===== config.mk =====
export PLATFORM = sky130hd
export DESIGN_NAME = req_rsp_responder
export DESIGN_NICKNAME = d
export VERILOG_FILES = /design/src/rtl/req_rsp_responder.sv
export SDC_FILE = /design/constraint.sdc
export NUM_CORES = 1
export LEC_CHECK = 0
export ABC_AREA = 1
export CELL_PAD_IN_SITES_DETAIL_PLACEMENT = 1
export CELL_PAD_IN_SITES_GLOBAL_PLACEMENT = 1
export CORE_ASPECT_RATIO = 1.4
export CORE_MARGIN = 2
export CORE_UTILIZATION = 35
export DETAILED_ROUTE_END_ITERATION = 7
export GPL_ROUTABILITY_DRIVEN = 1
export PLACE_DENSITY_LB_ADDON = 0.1
export SLEW_MARGIN = 30
export SYNTH_ARGS = -nofsm -noshare
export SYNTH_HDL_FRONTEND = slang
export SYNTH_SLANG_ARGS = --single-unit

===== constraint.sdc =====
create_clock -name clk -period 2.38 [get_ports clk]
set_clock_uncertainty 0.1 [all_clocks]
set_input_delay 0.476 -clock clk [delete_from_list [all_inputs] [get_ports clk]]
set_output_delay 0.476 -clock clk [all_outputs]
set_load 0.01 [all_outputs]

===== src/rtl/req_rsp_responder.sv =====
// Responder end of a single-outstanding valid/ready request/response link, backed by a word store.
// Define RESP_ERR_EN to flag out-of-range addresses with rsp_err instead of wrapping them modulo DEPTH.
module req_rsp_responder #(
    parameter int DW      = 32,
    parameter int AW      = 4,
    parameter int DEPTH   = 12,
    parameter int LATENCY = 2
) (
    input  logic          clk,
    input  logic          rst_n,
    input  logic          req_valid,
    output logic          req_ready,
    input  logic          req_write,
    input  logic [AW-1:0] req_addr,
    input  logic [DW-1:0] req_wdata,
    output logic          rsp_valid,
    input  logic          rsp_ready,
    output logic [DW-1:0] rsp_rdata,
    output logic          rsp_err,
    output logic          busy
);

    typedef enum logic [1:0] {
        ST_IDLE = 2'd0,
        ST_WAIT = 2'd1,
        ST_RESP = 2'd2
    } state_e;

    localparam int            IW       = (DEPTH > 1) ? $clog2(DEPTH) : 1;
    localparam logic [AW:0]   DEPTH_W  = (AW + 1)'(DEPTH);
    localparam logic [3:0]    CNT_LOAD = (LATENCY > 0) ? 4'(LATENCY - 1) : 4'd0;

    state_e        state_q, state_d;
    logic [3:0]    cnt_q, cnt_d;
    logic          write_q, write_d;
    logic [AW-1:0] addr_q, addr_d;
    logic [DW-1:0] wdata_q, wdata_d;
    logic          req_ready_q, req_ready_d;
    logic [DW-1:0] rdata_q, rdata_d;
`ifdef RESP_ERR_EN
    logic          err_q, err_d;
`endif

    logic [DW-1:0] store_q [DEPTH];
    logic          store_we;

    // Access fields come straight from the request when the store is touched on the accept edge.
    logic          acc_write;
    logic [AW-1:0] acc_addr;
    logic [DW-1:0] acc_wdata;
    logic [IW-1:0] acc_idx;
    logic          acc_oob;
    logic          access_en;

    always_comb begin
        acc_write = (state_q == ST_IDLE) ? req_write : write_q;
        acc_addr  = (state_q == ST_IDLE) ? req_addr  : addr_q;
        acc_wdata = (state_q == ST_IDLE) ? req_wdata : wdata_q;
`ifdef RESP_ERR_EN
        acc_oob   = ({1'b0, acc_addr} >= DEPTH_W);
        acc_idx   = IW'(acc_addr);
`else
        acc_oob   = 1'b0;
        acc_idx   = IW'({1'b0, acc_addr} % DEPTH_W);
`endif
    end

    // State register and datapath registers.
    // NOTE: sequential state uses non-blocking assignments so every flop samples pre-edge values.
    always_ff @(posedge clk or negedge rst_n) begin
        if (!rst_n) begin
            state_q     <= ST_IDLE;
            cnt_q       <= '0;
            write_q     <= 1'b0;
            addr_q      <= '0;
            wdata_q     <= '0;
            req_ready_q <= 1'b1;
            rdata_q     <= '0;
`ifdef RESP_ERR_EN
            err_q       <= 1'b0;
`endif
        end else begin
            state_q     <= state_d;
            cnt_q       <= cnt_d;
            write_q     <= write_d;
            addr_q      <= addr_d;
            wdata_q     <= wdata_d;
            req_ready_q <= req_ready_d;
            rdata_q     <= rdata_d;
`ifdef RESP_ERR_EN
            err_q       <= err_d;
`endif
        end
    end

    // Next-state and datapath logic.
    // NOTE: every signal gets a default first so no path leaves it unassigned (no latches).
    always_comb begin
        state_d  = state_q;
        cnt_d    = cnt_q;
        write_d  = write_q;
        addr_d   = addr_q;
        wdata_d  = wdata_q;
        rdata_d  = rdata_q;
`ifdef RESP_ERR_EN
        err_d    = err_q;
`endif
        store_we = 1'b0;

        unique case (state_q)
            ST_IDLE: begin
                if (req_valid && req_ready_q) begin
                    write_d = req_write;
                    addr_d  = req_addr;
                    wdata_d = req_wdata;
                    if (LATENCY == 0) begin
                        state_d = ST_RESP;
                    end else begin
                        cnt_d   = CNT_LOAD;
                        state_d = ST_WAIT;
                    end
                end
            end
            ST_WAIT: begin
                if (cnt_q == 4'd0) begin
                    state_d = ST_RESP;
                end else begin
                    cnt_d = cnt_q - 4'd1;
                end
            end
            ST_RESP: begin
                if (rsp_ready) begin
                    state_d = ST_IDLE;
                end
            end
            default: state_d = ST_IDLE;
        endcase

        // The store is touched exactly once per request, on the edge that enters RESP.
        access_en = (state_d == ST_RESP) && (state_q != ST_RESP);
        if (access_en) begin
            store_we = acc_write && !acc_oob;
            rdata_d  = (acc_write || acc_oob) ? '0 : store_q[acc_idx];
`ifdef RESP_ERR_EN
            err_d    = acc_oob;
`endif
        end

        req_ready_d = (state_d == ST_IDLE);
    end

    // NOTE: the store is reset because a reset must leave every word reading back as zero.
    always_ff @(posedge clk or negedge rst_n) begin
        if (!rst_n) begin
            for (int i = 0; i < DEPTH; i++) begin
                store_q[i] <= '0;
            end
        end else if (store_we) begin
            store_q[acc_idx] <= acc_wdata;
        end
    end

    // Output logic.
    always_comb begin
        req_ready = req_ready_q;
        rsp_valid = (state_q == ST_RESP);
        busy      = (state_q != ST_IDLE);
        rsp_rdata = rdata_q;
`ifdef RESP_ERR_EN
        rsp_err   = err_q;
`else
        rsp_err   = 1'b0;
`endif
    end

endmodule


Yosys cells after proc, flatten, opt, wreduce, memory -nomap -nowiden:

Index checks and enable logic that the tools add are counted.

* bitwise operators: 1
* equal/unequal tests: 6
* $lt $le $gt $ge: 2
* reduce and logical (&&, ||, !) cells: 10
* divide/modulo/power cells: 1
* multiplexer cells: 18
* $add $sub $neg: 1

Operators by type and width (number)
* bitwise mux 384 bit: 1
* 2-to-1 mux 32 bit: 5
* binary-select mux 32 bit (select 4 bit): 1
* demux 32 bit (select 4 bit): 1
* 2-to-1 mux 4 bit: 3
* one-hot mux 4 bit (2 select lines): 1
* 2-to-1 mux 2 bit: 3
* one-hot mux 2 bit (3 select lines): 1
* greater-or-equal comparator 5 bit (second input constant): 1
* less-than comparator 5 x 1 -> 1 bit (second input constant): 1
* remainder unit 4 x 4 -> 5 bit (second input constant): 1
* NOT 4 -> 5 bit: 1
* equality test 2 bit (second input constant): 2
* zero test 2 bit: 2
* zero test 4 bit: 1
* inequality test 2 bit (second input constant): 2
* nonzero test 2 bit: 2
* subtractor 4 x 1 -> 4 bit (second input constant): 1
* logical AND 1 bit: 3
* AND reduction 3 bit: 1
* equality test 2 x 1 -> 1 bit (second input constant): 1
* 2-to-1 mux 1 bit: 2
* inequality test 2 x 1 -> 1 bit (second input constant): 1
* AND reduction 2 bit: 1

* output and inout bits: 36
* logic and storage cells: 58
* flip-flop bits (word level): 460
* bits of input ports: 41

Longest topological paths before layout:

* depth after elaboration: 9
* gate-level depth with buffers: 16
* gate-level depth less buffers: 14

Worst setup path after synthesis:

No wires, ideal clock.

* path kind: register to register
* from: register state_q[0]
* to: register store_q[23] in the netlist's numbering
* required time: 2157 ps
* setup slack: 190 ps
* setup time: 123 ps
* stages on the path, launching flop included: 14
* arrival time: 1967 ps
* path buffers: 2
* clock period less this slack: 2190 ps
* cell sequence: dfrtp_1 nor2_4 nand2_1 o21ai_2 ha_1 nand3_2 nand2_2 nand2_1 o21ai_2 buf_6 nand3_4 buf_2 nand2_1 o21ai_1

* longest elaborated chain between the ends: 9
* elaborated cells between the ends (all ways): 22
* classes of those cells: div: 1; order compare: 2; eq/ne: 4; mux: 11; bitwise: 1; reduce/logical: 3

Ends and longest elaborated chain
* start: declaration: line 33 `state_e state_q, state_d;`
* start signal: assignment: line 83 `state_q <= state_d;`
* zero test 2 bit
* 2-to-1 mux 4 bit: line 57 `acc_addr = (state_q == ST_IDLE) ? req_addr : addr_q;`
* remainder unit 4 x 4 -> 5 bit: line 64 `acc_idx = IW'({1'b0, acc_addr} % DEPTH_W);`
* NOT 4 -> 5 bit (not written as such): line 159 `store_q[acc_idx] <= acc_wdata;`
* greater-or-equal comparator 5 bit (not written as such) or less-than comparator 5 x 1 -> 1 bit (tied branches): line 159
* logical AND 1 bit (not written as such): line 159
* 2-to-1 mux 32 bit (not written as such): line 159
* demux 32 bit (select 4 bit): line 159
* bitwise mux 384 bit: line 159
* end signal: indexed assignment: line 159
* end: declaration: line 44 `logic [DW-1:0] store_q [DEPTH];`

Several ways; a longest one is shown, not always the timed one.
A chain may end at the register's enable or synchronous reset.

Worst setup path after layout:

* from: register state_q[1]
* to: register store_q[113] in the netlist's numbering

Same word-level chain as after synthesis.

==> metrics <==
DRC viols 0; Clock Power Share 0.157; clk slew on worst S/H paths 0.06 ns; H-tree level count 2; register share of total power 0.245; share of layout cells above drive strength 1 0.151; combinational share of power 0.599; Root Buffer clkbuf_16; synthesized area 22800 sq um; Pint 26.3 mW; Starting Density 0.354; fmax 0.401 GHz; Final HPWL DP 53800 um; CTS Sinks 460; post-route ant nets 0; Critical Path Sink Type flip-flop; Seq cells post-synth 460; Iter 0 DRT Violations 1610; Die H 306 um; met2 usage 0.420; Ant. Diodes 0; VDD IR max 1.08 mV; antenna violations before repair 0; Syn Area/Cell 7.38 sq um; worst min-delay path class in2async; distinct cell type count after synthesis 31; critical path startpoint category flip-flop; most frequent cells in the layout 1258 x nand2_1, 457 x dfrtp_1, 351 x nand3_1, 145 x nor2_1, 141 x o21ai_0; leading area contributor after synthesis dfrtp_1; Least-Margin Pin Slew 0.527 ns; CTS tree yes; r2r startpoint state_q[1]$_DFF_PN0_; Final Critical Period 2.49 ns; PortBufs 75; drt pass-1 iters 7; Design Power 49.4 mW; Lkg Pwr 15.3 nW; largest net degree at the start of global routing 70; TritonCTS buffer count 50; period utilization 1.05; GRT Residual Overflow 0; final net count 3294; sequential-to-total area share from yosys stat 0.505; FF-to-FF path depth 12; Yosys top cell area share 0.504; global-route wire length before repair 130000 um; Psw 23.1 mW; Hold Slack 0.271 ns; Primary FF master, synth dfrtp_1; cell count after synthesis 3087; number of synthesized flops with an enable pin 0; DR vias/cell 5.31; max_slew headroom 0.649; failing checks setup timing; Routed wire per std cell 22.1 um; PD cells 1670 nW/um^2; Clk Latency, worst-skew pair 0.63 ns; num ports 77; Horiz. Die Dim 220 um; fin cells 4130; final hold vios 0; cell family with most CP delay buffers and inverters; synthesized net count 3131; CP Buf/Inv Count 5; routability cong. 0.786; reg2reg end store_q[113]$_DFFE_PN0P_; Setup violations, final 319; placed cell count 3962; Critical-path top delay cell dfrtp_2; DR vias 21922; Max FO, Critical Path 8; max-cap check violation count 0; critical path type reg2reg; status complete, but fails checks; FF-to-FF setup slack -0.11 ns; M3 GR Usage 0.0284; crit path cell chain nor2_4 > buf_4 > nand2_2 > nand2_4 > buf_12 > nand2_2 > buf_4 > nor2_4 > buf_12 > nand3_4 > clkbuf_16 > o21ai_1; Yosys warnings 0; vias in the first global route 21931; Final WS setup -0.115 ns; largest cells by area after synthesis dfrtp_1 50%, nand2_1 22%, nand3_1 9.2%, o21ai_0 3.4%, o21ai_1 2.9%; die area 67200 sq um; RSZ-0062 raised after global routing yes; GR peak layer met2; core area 64400 sq um; Critical Path RT 2.80 ns; Max Slew Vio Count 0; CP max stage delay 0.44 ns; most common cell after layout, fill and taps aside nand2_1; drt total wl 91300 um; synth-to-layout area growth 30.1%; Rows 110; met1 Use GR 0.345; GRT Overall Usage 0.251; setup TNS -14.51 ns; CP Data Arrival Time 2.91 ns; clock buffer depth 3; Sw Share 0.468; Synth async-reset ratio 1.00
worst register-to-register path, stage by stage, from the launching register on:
cell and delay (ns):
dfrtp_2 0.44, nor2_4 0.20, buf_4 0.15, nand2_2 0.06
nand2_4 0.11, buf_12 0.17, nand2_2 0.09, buf_4 0.15
nor2_4 0.12, buf_12 0.15, nand3_4 0.22, clkbuf_16 0.28
o21ai_1 0.17
registers in the layout, indices dropped and copies added, names as in the netlist:
name	count
cnt_q	4
store_q	384
state_q	2
write_q	1
addr_q	4
req_ready	1
wdata_q	32
rsp_rdata	32
worst max path at each step:
stage,cells after the start,slack [ns],end,from
final,12,-0.11,store_q[113]$_DFFE_PN0P_,state_q[1]$_DFF_PN0_
after global routing,14,-0.19,store_q[234]$_DFFE_PN0P_,state_q[1]$_DFF_PN0_
after CTS,14,-0.15,store_q[272]$_DFFE_PN0P_,state_q[0]$_DFF_PN0_
after detailed placement,12,-0.53,store_q[233]$_DFFE_PN0P_,req_addr[3]
after global placement,12,-0.51,store_q[232]$_DFFE_PN0P_,req_addr[3]
after floorplan,13,0.19,store_q[23]$_DFFE_PN0P_,state_q[0]$_DFF_PN0_
synthesized netlist by cell type, types with 4 or more instances:
library cell / n
nand2_1: 1317
dfrtp_1: 459
nand3_1: 417
o21ai_0: 155
nor2_1: 149
inv_1: 144
o21ai_1: 130
buf_2: 129
clkbuf_1: 71
a21oi_1: 32
o21a_1: 32
buf_1: 14
nand2_2: 5
buf_4: 4
nand3_4: 4
layout make-up:
cell class	instances	area (sq um)
Clock buffer	82	1480
Fill cell	7739	34800
Sequential cell	460	11500
Tap cell	840	1050
Timing Repair Buffer	329	4490
Clock inverter	10	78.8
Multi-Input combinational cell	2263	10500
Inverter	146	549
kinds of logic after synthesis:
group                      share of synthesized area
and+or+nand+nor                                0.342
AOI/OAI and AO/OA                             0.0813
xor gates and xnor gates                    0.000769
adders and majority gates                    0.00165
other                                       0.000165
buffers and inverters                         0.0682
DFF                                            0.505
power groups by stage:
stage                     Clock (mW)  Combinational [mW]  Sequential (mW)
after floorplan                    0                13.4             11.7
after global routing            8.19                32.0             12.4
after detailed placement           0                23.3             12.1
final                           7.73                29.6             12.1
after CTS                       7.92                24.8             12.0
after global placement             0                23.0             12.0
layer usage:
layer | routed length (um) | vias to the layer above
met1 | 40200 | 11158
met3 | 3470 | 146
met4 | 3000 | 0
li1 | - | 10133
met5 | 0 | -
met2 | 44500 | 485
stage by stage:
stage	setup slack [ns]	cell area, sq um	utilization
after floorplan	0.190	22800	-
after global placement	-0.512	25900	0.402
after detailed placement	-0.530	25900	0.402
after CTS	-0.146	28000	0.434
after global routing	-0.187	29600	0.460
final	-0.115	29600	0.460
timing repair:
action / in CTS / in global routing
pin swaps: 10 / 97
setup buffers: 17 / 21
hold endpoints to repair: 42 / 0
hold buffers: 1 / 0
resized for setup: 69 / 184
gates cloned: 5 / 33
setup endpoints to repair: 418 / 416
No activity file was read; power rests on OpenSTA's default activity.
